File: src/rtl/rx_stats_snapshot.sv
// rx_stats_snapshot: receive frame statistics for the MAC clock domain.
// Live counters are copied into held snapshot buses every PERIOD+1 cycles
// so a slow-to-fast multi-bit synchronizer downstream always samples a
// settled value.
//
// Ports:
//   clk, rst            MAC clock, synchronous active-high reset
//   ev_valid/ev_good    frame-end strobe and good/bad qualifier
//   ev_len              frame length in bytes (valid with ev_valid)
//   clear               zero the live counters and the period counter
//   snap_good_frames    snapshot of the good-frame count
//   snap_bad_frames     snapshot of the bad-frame count
//   snap_good_bytes     snapshot of the good-byte count
//   snap_stb            pulse in the cycle after the snapshots load
module rx_stats_snapshot #(
    parameter int CNT_W    = 32,
    parameter int LEN_W    = 14,
    parameter int PERIOD   = 256,
    parameter bit SATURATE = 1'b1
) (
    input  logic             clk,
    input  logic             rst,
    input  logic             ev_valid,
    input  logic             ev_good,
    input  logic [LEN_W-1:0] ev_len,
    input  logic             clear,
    output logic [CNT_W-1:0] snap_good_frames,
    output logic [CNT_W-1:0] snap_bad_frames,
    output logic [CNT_W-1:0] snap_good_bytes,
    output logic             snap_stb
);

    localparam int PER_W = $clog2(PERIOD);
    // One guard bit above the wider operand catches any overflow.
    localparam int SUM_W = ((CNT_W > LEN_W) ? CNT_W : LEN_W) + 1;
    localparam logic [PER_W-1:0] PER_LAST = PER_W'(PERIOD - 1);
    localparam logic [SUM_W-1:0] ONE = SUM_W'(1);

    typedef enum logic [1:0] {
        ST_INIT = 2'd0,
        ST_RUN  = 2'd1,
        ST_SNAP = 2'd2
    } state_t;

    state_t           state_q, state_d;
    logic [PER_W-1:0] per_q, per_d;
    logic [CNT_W-1:0] gf_q, gf_d;
    logic [CNT_W-1:0] bf_q, bf_d;
    logic [CNT_W-1:0] gb_q, gb_d;
    logic [CNT_W-1:0] snap_gf_q, snap_bf_q, snap_gb_q;
    logic             stb_q;
    logic [SUM_W-1:0] len_ext;

    assign len_ext = SUM_W'(ev_len);

    function automatic logic [CNT_W-1:0] acc_add(
        input logic [CNT_W-1:0] a,
        input logic [SUM_W-1:0] b
    );
        logic [SUM_W-1:0] sum;
        sum = SUM_W'(a) + b;
        if (SATURATE && (|sum[SUM_W-1:CNT_W])) begin
            return '1;
        end
        return sum[CNT_W-1:0];
    endfunction

    always_comb begin
        state_d = state_q;
        per_d   = per_q;
        gf_d    = gf_q;
        bf_d    = bf_q;
        gb_d    = gb_q;

        unique case (state_q)
            ST_INIT: state_d = ST_RUN;
            ST_RUN: begin
                // clear restarts the interval, so it also cancels a
                // snapshot that would otherwise be due next cycle.
                if (clear) begin
                    per_d = '0;
                end else if (per_q == PER_LAST) begin
                    per_d   = '0;
                    state_d = ST_SNAP;
                end else begin
                    per_d = per_q + PER_W'(1);
                end
            end
            ST_SNAP: begin
                state_d = ST_RUN;
                if (clear) begin
                    per_d = '0;
                end
            end
            default: state_d = ST_INIT;
        endcase

        // clear zeroes first so a same-cycle event lands on zero.
        if (state_q != ST_INIT) begin
            if (clear) begin
                gf_d = '0;
                bf_d = '0;
                gb_d = '0;
            end
            if (ev_valid) begin
                if (ev_good) begin
                    gf_d = acc_add(gf_d, ONE);
                    gb_d = acc_add(gb_d, len_ext);
                end else begin
                    bf_d = acc_add(bf_d, ONE);
                end
            end
        end
    end

    always_ff @(posedge clk) begin
        if (rst) begin
            state_q   <= ST_INIT;
            per_q     <= '0;
            gf_q      <= '0;
            bf_q      <= '0;
            gb_q      <= '0;
            snap_gf_q <= '0;
            snap_bf_q <= '0;
            snap_gb_q <= '0;
            stb_q     <= 1'b0;
        end else begin
            state_q <= state_d;
            per_q   <= per_d;
            gf_q    <= gf_d;
            bf_q    <= bf_d;
            gb_q    <= gb_d;
            stb_q   <= (state_q == ST_SNAP);
            // Capture the values present at the start of SNAP; an
            // event or clear in this cycle only reaches the live set.
            if (state_q == ST_SNAP) begin
                snap_gf_q <= gf_q;
                snap_bf_q <= bf_q;
                snap_gb_q <= gb_q;
            end
        end
    end

    assign snap_good_frames = snap_gf_q;
    assign snap_bad_frames  = snap_bf_q;
    assign snap_good_bytes  = snap_gb_q;
    assign snap_stb         = stb_q;

endmodule

File: config.mk
export PLATFORM = sky130hd
export DESIGN_NAME = rx_stats_snapshot
export DESIGN_NICKNAME = d
export VERILOG_FILES = /design/src/rtl/rx_stats_snapshot.sv
export SDC_FILE = /design/constraint.sdc
export NUM_CORES = 1
export LEC_CHECK = 0
export CAP_MARGIN = 20
export CELL_PAD_IN_SITES_DETAIL_PLACEMENT = 0
export CELL_PAD_IN_SITES_GLOBAL_PLACEMENT = 1
export CORE_UTILIZATION = 30
export DETAILED_ROUTE_END_ITERATION = 12
export GPL_ROUTABILITY_DRIVEN = 0
export PLACE_DENSITY = 0.67
export RECOVER_POWER = 25
export SYNTH_ARGS = -nofsm -noshare
export SYNTH_HDL_FRONTEND = slang
export SYNTH_SLANG_ARGS = --single-unit
File: constraint.sdc
create_clock -name clk -period 5.5 [get_ports clk]
set_clock_uncertainty 0.15 [all_clocks]
set_input_delay 1.1 -clock clk [delete_from_list [all_inputs] [get_ports clk]]
set_output_delay 1.1 -clock clk [all_outputs]
set_load 0.05 [all_outputs]
==> results.md, run 1 <==
## Setup path
• **Startpoint Class** input pin
• **number of cells on the worst reg-to-reg path** 4
• **list of cells traversed by the critical path** clkbuf_1 -> clkbuf_1 -> inv_1 -> buf_4 -> and2_0 -> nand2_1 -> nor2_1 -> a31oi_1 -> a311oi_1
• **combined buffer and inverter count along the critical path** 4
• **worst setup path class** in -> reg
• **worst flop-to-flop path endpoint** snap_bad_frames[2]
• **worst path arrival time** 4.80 ns
• **worst flop-to-flop path startpoint** state_q[1]
• **critical path capture point type** flop
• **most numerous cell on the critical path** clkbuf_1
• **CP max stage cell** clkbuf_1
• **largest fanout on the critical path** 27
• **highest cell delay on the worst timing path** 1.04 ns
• **cell type group with the largest total delay on the critical path** buffers and inverters
• **r2r setup slk** 1.42 ns
• **required arrival time at the worst endpoint** 5.73 ns

## Drt
• **routed length per placed instance** 16.42 um
• **met3 WL post-DR** 1551 um
• **number of detailed-routing iterations run before antenna repair** 5
• **routed metal-1 wire length** 14710 um
• **total via count in the routed design** 9952
• **final wirelength** 30480 um
• **DRC Markers** 0
• **drt initial violations** 649
• **total length of routed met2 wires** 13440 um
• **Top Layer Used** met4
• **average via count per standard cell** 5.362
• **number of nets with antenna violations after routing** 0

## Placed design
• **Area after DPL** 11630 um^2
• **quantity of I/O buffers inserted on ports** 115
• **Inst Count DP** 1810
• **worst setup slack after placement** 0.9995 ns
• **Post-DP HPWL** 20550 um

## Synth
• **EDFF count, synth** 0
• **synthesized flop and latch total** 203
• **number of distinct library cells after synthesis** 82
• **fraction of post-synthesis cell area in the top cell type by area** 0.4021
• **number of warnings printed during yosys synthesis** 0
• **cell area after technology mapping** 10110 um^2
• **cells after synthesis** 1326
• **sequential fraction of the synthesis area** 0.4021
• **biggest area contributors in the synthesized netlist** dfxtp_1 (40%), nand2_1 (10%), a21oi_1 (9.5%)
• **Top FF cell, synth** dfxtp_1
• **Synthesized Nets** 1363
• **mean instance size in the synthesized netlist** 7.621 um^2
• **share of synthesized flip-flops with an asynchronous set or reset** 0
• **largest area contributor in the netlist** dfxtp_1

## Min path
• **worst hold path stage count** 2
• **worst min path class** reg -> reg
• **worst-case hold path end point** snap_good_frames[16]
• **startpoint of the lowest-slack hold path** snap_good_frames[16]

## Clock tree
• **clock-pin slew on the worst setup and hold paths** 0.06 ns
• **CTS resizes** 0
• **Clock Root Buffer** clkbuf_16
• **number of setup buffers added after CTS** 0
• **Num Clock Sinks** 203
• **TritonCTS clock tree** done
• **buffer levels on the longest clock path** 3
• **Post-CTS Hold Fix Bufs** 0
• **CTS buffer count** 25
• **CTS HTree Levels** 1
• **Skew-Pair Late Insertion Delay** 0.52 ns

## STA
• **final max-slew violation count** 109
• **Final Critical Period** 4.570 ns
• **minimum setup slack in the final design** 0.9297 ns
• **transition time of the tightest slew-check pin** 3.199 ns
• **part of the cycle the worst path needs** 0.8310
• **final number of setup-violating endpoints** 0
• **final setup TNS** 0 ns
• **maximum clock rate** 218.8 MHz
• **unrepaired setup endpoints after global routing** no
• **worst rel slew slack** -1.133
• **final hold vios** 0

## Power
• **switching share of power** 0.2361
• **internal power component** 2.515 mW
• **worst ir drop on vdd** 198.8 uV
• **Seq pwr share** 0.451
• **Switching Power** 0.7773 mW
• **share of power burned in the clock network** 0.494
• **PwrDens** 264.7 nW/um^2
• **leakage power summed over all cells** 3.941 nW
• **power share of the combinational group** 0.055

## Final layout
• **utilization after layout** 0.3784
• **leading cell type in the layout, fill and taps excluded** nand2_1
• **most frequent cells in the layout** nand2_1 (268), dfxtp_1 (203), a21oi_1 (191)
• **final cell count without fillers** 1856
• **growth of design area from synthesis to finish** 23.08%
• **post-layout instance area** 12440 um^2
• **fraction of final layout cells sized beyond drive strength 1** 0.06445
• **fin nets** 1432

## Die
• **core area** 32870 um^2
• **chip width** 185.5 um
• **top-level port count** 116
• **vertical die dimension** 185.5 um
• **Total Die Area** 34430 um^2
• **placement row count** 66
• **initial cell density of the core** 0.3075

## GRT
• **global-route wire length before repair** 49780 um
• **pin count of the biggest net entering global routing** 89
• **vias in the first global route** 9208
• **aggregate global routing overflow** 0
• **total track usage** 0.1776
• **antenna violations before repair** 2

## Status
• **failing checks** max-capacitance violations, max-slew violations
• **status** finished with violations

## Job
• **max-cap viol count** 2

logic make-up (layout without fill, tap and decap cells):
group                      Yosys count  count (layout)  synth area share
AOI/OAI and AO/OA                  407             407            0.2417
xor gates and xnor gates             8               8          0.006934
adders and majority gates           18              18           0.02303
buffers and inverters              106             192           0.03987
DFF                                203             203            0.4021
muxes                                6               6          0.006067
other                                0               2                 0
and+or+nand+nor                    578             578            0.2803
cell type report:
cell class | count | area [um^2]
clock buffers | 31 | 688.2
fillers | 3530 | 20430
repair buffers | 134 | 1294
inverters | 14 | 52.55
multi-input cells | 1017 | 5654
flip-flops and latches | 203 | 4064
diodes | 2 | 5.005
clock inverters | 13 | 127.6
well taps | 442 | 553.0
power groups by stage:
stage	Sequential, mW	Clock [mW]	Combinational [mW]
floorplan	1.51	0	0.122
global placement	1.52	0	0.181
detailed placement	1.52	0	0.181
CTS	1.49	1.68	0.181
global route	1.48	1.75	0.199
finish	1.49	1.63	0.180
cell usage after synthesis, types with 4 or more instances:
library cell	count
and4_1	14
and2_1	10
a311oi_1	8
nand2b_1	6
buf_1	17
nor2_1	66
nand3_1	31
or3_1	7
nor3_1	45
nor4b_1	6
a211oi_1	21
o21ai_0	79
clkbuf_1	71
inv_1	14
and3_1	18
a31oi_1	27
ha_1	17
or2_2	5
o21a_1	12
a21oi_1	191
a221oi_1	6
nor4_1	18
a21o_1	6
xnor2_1	6
nor2b_1	24
nand4_1	23
mux2i_1	5
dfxtp_1	203
or4_1	6
o31ai_1	7
a22oi_1	6
o21bai_1	4
nor3b_1	6
nand2_1	268
routing by layer:
metal,vias up,global-route usage
met5,-,0
met4,0,0.05541
met3,46,0.02094
met2,280,0.2773
met1,4690,0.2533
li1,4936,-
worst max-delay path by stage:
stage	cells past startpoint	start	slack (ns)	end
after global routing	9	clear	0.66	per_q[7]
final	9	clear	0.93	per_q[7]
after floorplan	14	clear	0.46	gb_q[28]
after global placement	10	clear	1.05	gb_q[28]
after detailed placement	10	clear	1.0	bf_q[28]
after CTS	10	clear	1.55	bf_q[28]
metrics by stage:
step | hold WS (ns) | power [mW]
after floorplan | 0.2819 | 1.636
after global placement | 0.2945 | 1.698
after detailed placement | 0.2956 | 1.699
after CTS | 0.3036 | 3.343
after global routing | 0.3207 | 3.437
final | 0.3011 | 3.292
state kept, by name, indices dropped and copies added (netlist names):
register,flops
per_q,8
gb_q,32
snap_bad_frames,32
bf_q,32
snap_stb,1
state_q,2
gf_q,32
snap_good_bytes,32
snap_good_frames,32
worst reg2reg max path, cell delays in order (launching register included):
cell and delay, ns:
dfxtp_1 0.48, nor2b_1 2.12, buf_4 0.82, nand2_1 0.24, a21oi_1 0.17
Note: power is estimated with default switching activity, not from simulation.
==> run 2, diff against run 1 <==
==> constraint.sdc (replaced) <==
create_clock -name clk -period 4.3 [get_ports clk]
set_clock_uncertainty 0.15 [all_clocks]
set_input_delay 0.86 -clock clk [delete_from_list [all_inputs] [get_ports clk]]
set_output_delay 0.86 -clock clk [all_outputs]
set_load 0.05 [all_outputs]
==> run 2 against run 1 <==
- the run still ends with max-capacitance violations, max-slew violations left
- power is 27% higher
- flip-flop and latch count unchanged
- worst hold slack hardly changed
- clock power is 26% higher
- combinational power grew 32%
- critical path type unchanged
- largest power group unchanged
==> results.md, run 2 (same netlist as run 1, synthesis figures left out) <==
## STA
• **final hold vios** 0
• **final number of setup-violating endpoints** 0
• **worst rel slew slack** -0.1391
• **unrepaired setup endpoints after global routing** no
• **worst hold slack** 0.3010 ns
• **transition time of the tightest slew-check pin** 1.701 ns
• **part of the cycle the worst path needs** 0.8052
• **final max-slew violation count** 39
• **Final Critical Period** 3.462 ns
• **maximum clock rate** 288.8 MHz
• **final setup TNS** 0 ns

## GRT
• **vias in the first global route** 9504
• **pin count of the biggest net entering global routing** 98
• **total track usage** 0.1823
• **antenna violations before repair** 0
• **global-route wire length before repair** 51110 um
• **aggregate global routing overflow** 0

## Status
• **status** finished with violations
• **failing checks** max-capacitance violations, max-slew violations

## Setup path
• **worst path arrival time** 3.72 ns
• **CP max stage cell** or4_1
• **Startpoint Class** input pin
• **combined buffer and inverter count along the critical path** 1
• **required arrival time at the worst endpoint** 4.56 ns
• **highest cell delay on the worst timing path** 0.53 ns
• **number of logic stages on the critical path including buffering** 9
• **cell type group with the largest total delay on the critical path** compound AO/OA/AOI/OAI gates
• **most numerous cell on the critical path** a211o_1
• **critical path capture point type** flop
• **largest fanout on the critical path** 10
• **worst setup path class** in -> reg
• **number of cells on the worst reg-to-reg path** 9
• **list of cells traversed by the critical path** clkdlybuf4s50_1 -> ha_1 -> fa_1 -> a211o_1 -> a211o_1 -> nand3_4 -> a21oi_1 -> nor4b_1 -> or4_1

## Clock tree
• **Clock Root Buffer** clkbuf_16
• **Post-CTS Hold Fix Bufs** 0
• **TritonCTS clock tree** done
• **Skew-Pair Late Insertion Delay** 0.53 ns
• **CTS HTree Levels** 1
• **number of setup buffers added after CTS** 0
• **CTS resizes** 0
• **CTS buffer count** 25
• **clock-pin slew on the worst setup and hold paths** 0.06 ns
• **Num Clock Sinks** 203
• **buffer levels on the longest clock path** 3

## Die
• **Total Die Area** 34430 um^2
• **initial cell density of the core** 0.3075
• **core area** 32870 um^2
• **top-level port count** 116
• **chip width** 185.5 um
• **placement row count** 66
• **vertical die dimension** 185.5 um

## Final layout
• **growth of design area from synthesis to finish** 24.12%
• **fin nets** 1445
• **leading cell type in the layout, fill and taps excluded** nand2_1
• **number of antenna diodes** 0
• **most frequent cells in the layout** nand2_1 (268), dfxtp_1 (203), a21oi_1 (191)
• **Sequential Area** 4064 um^2
• **total of fill cells in the finished design** 3525
• **utilization after layout** 0.3816
• **fraction of final layout cells sized beyond drive strength 1** 0.07163
• **footprint of the multi-input gates** 5664 um^2

## Drt
• **number of detailed-routing iterations run before antenna repair** 5
• **number of nets with antenna violations after routing** 0
• **total via count in the routed design** 9966
• **drt initial violations** 677
• **routed length per placed instance** 16.78 um
• **DRC Markers** 0
• **final wirelength** 31310 um
• **average via count per standard cell** 5.341

## Job
• **max-cap viol count** 1

## Power
• **worst ir drop on vdd** 246.1 uV
• **PwrDens** 333.8 nW/um^2
• **share of power burned in the clock network** 0.490
• **Switching Power** 0.9951 mW
• **switching share of power** 0.2377
• **leakage power summed over all cells** 4.004 nW
• **internal power component** 3.192 mW
• **power share of the combinational group** 0.057
• **PnR Total Power** 4.187 mW
• **Seq pwr share** 0.454

## Min path
• **worst min path class** reg -> reg
• **worst hold path stage count** 2

## Placed design
• **quantity of I/O buffers inserted on ports** 115
• **Post-DP HPWL** 20820 um

[run 2: cell types whose count changed in the layout (fill, tap and decap cells not counted), moves of 2 or more]
| cell | previous run | this run |
|---|---|---|
| buf_12 | 1 | 3 |
| diode_2 | 2 | 0 |
| clkbuf_1 | 5 | 7 |
| clkbuf_8 | 4 | 6 |
| clkinv_4 | 2 | 0 |
| clkinv_2 | 7 | 4 |
| buf_4 | 16 | 28 |
[run 2: tightest hold or removal path, stage by stage (launching register included)]
cell and delay (ns):
dfxtp_1 0.30, nand2_1 0.05, a21oi_1 0.05
[run 2: cell type report]
type / count / area share
Timing Repair Buffer: 147 / 0.1133
Tap cell: 442 / 0.04409
Sequential cell: 203 / 0.3240
Clock inverter: 6 / 0.004589
Multi-Input combinational cell: 1017 / 0.4516
Inverter: 14 / 0.004190
Clock buffer: 37 / 0.05825
[run 2: metrics by stage]
step                      area (um^2)  cells  setup slack (ns)
final                           12540   1866            0.8375
after global routing            12540   1866            0.7269
after CTS                       12530   1865            0.8880
after detailed placement        11740   1822            0.3195
after global placement          11740   1822            0.3279
after floorplan                 10120   1326           0.01492
[run 2: metal layers]
layer  global-route usage  part of all wire
met1               0.2531              0.48
met2               0.2924              0.45
met3              0.02230             0.044
met4              0.05705             0.026
met5                    0                 0
[run 2: worst paths after layout]
path / startpoint / end / slack [ns]
worst max-delay path: ev_len[0] / gb_q[28] / 0.84
worst min-delay path: snap_good_bytes[20] / snap_good_bytes[20] / 0.30
worst max register to register: gb_q[0] / gb_q[28] / 1.08
worst min register to register: snap_good_bytes[20] / snap_good_bytes[20] / 0.30
[run 2: power by group through the flow]
stage          clock [mW]  sequential, mW  combinational, mW
3_3_place_gp            0            1.94              0.238
4_1_cts              2.11            1.90              0.239
6_report             2.05            1.90              0.237
5_1_grt              2.19            1.90              0.261
3_5_place_dp            0            1.94              0.238
2_1_floorplan           0            1.94              0.158
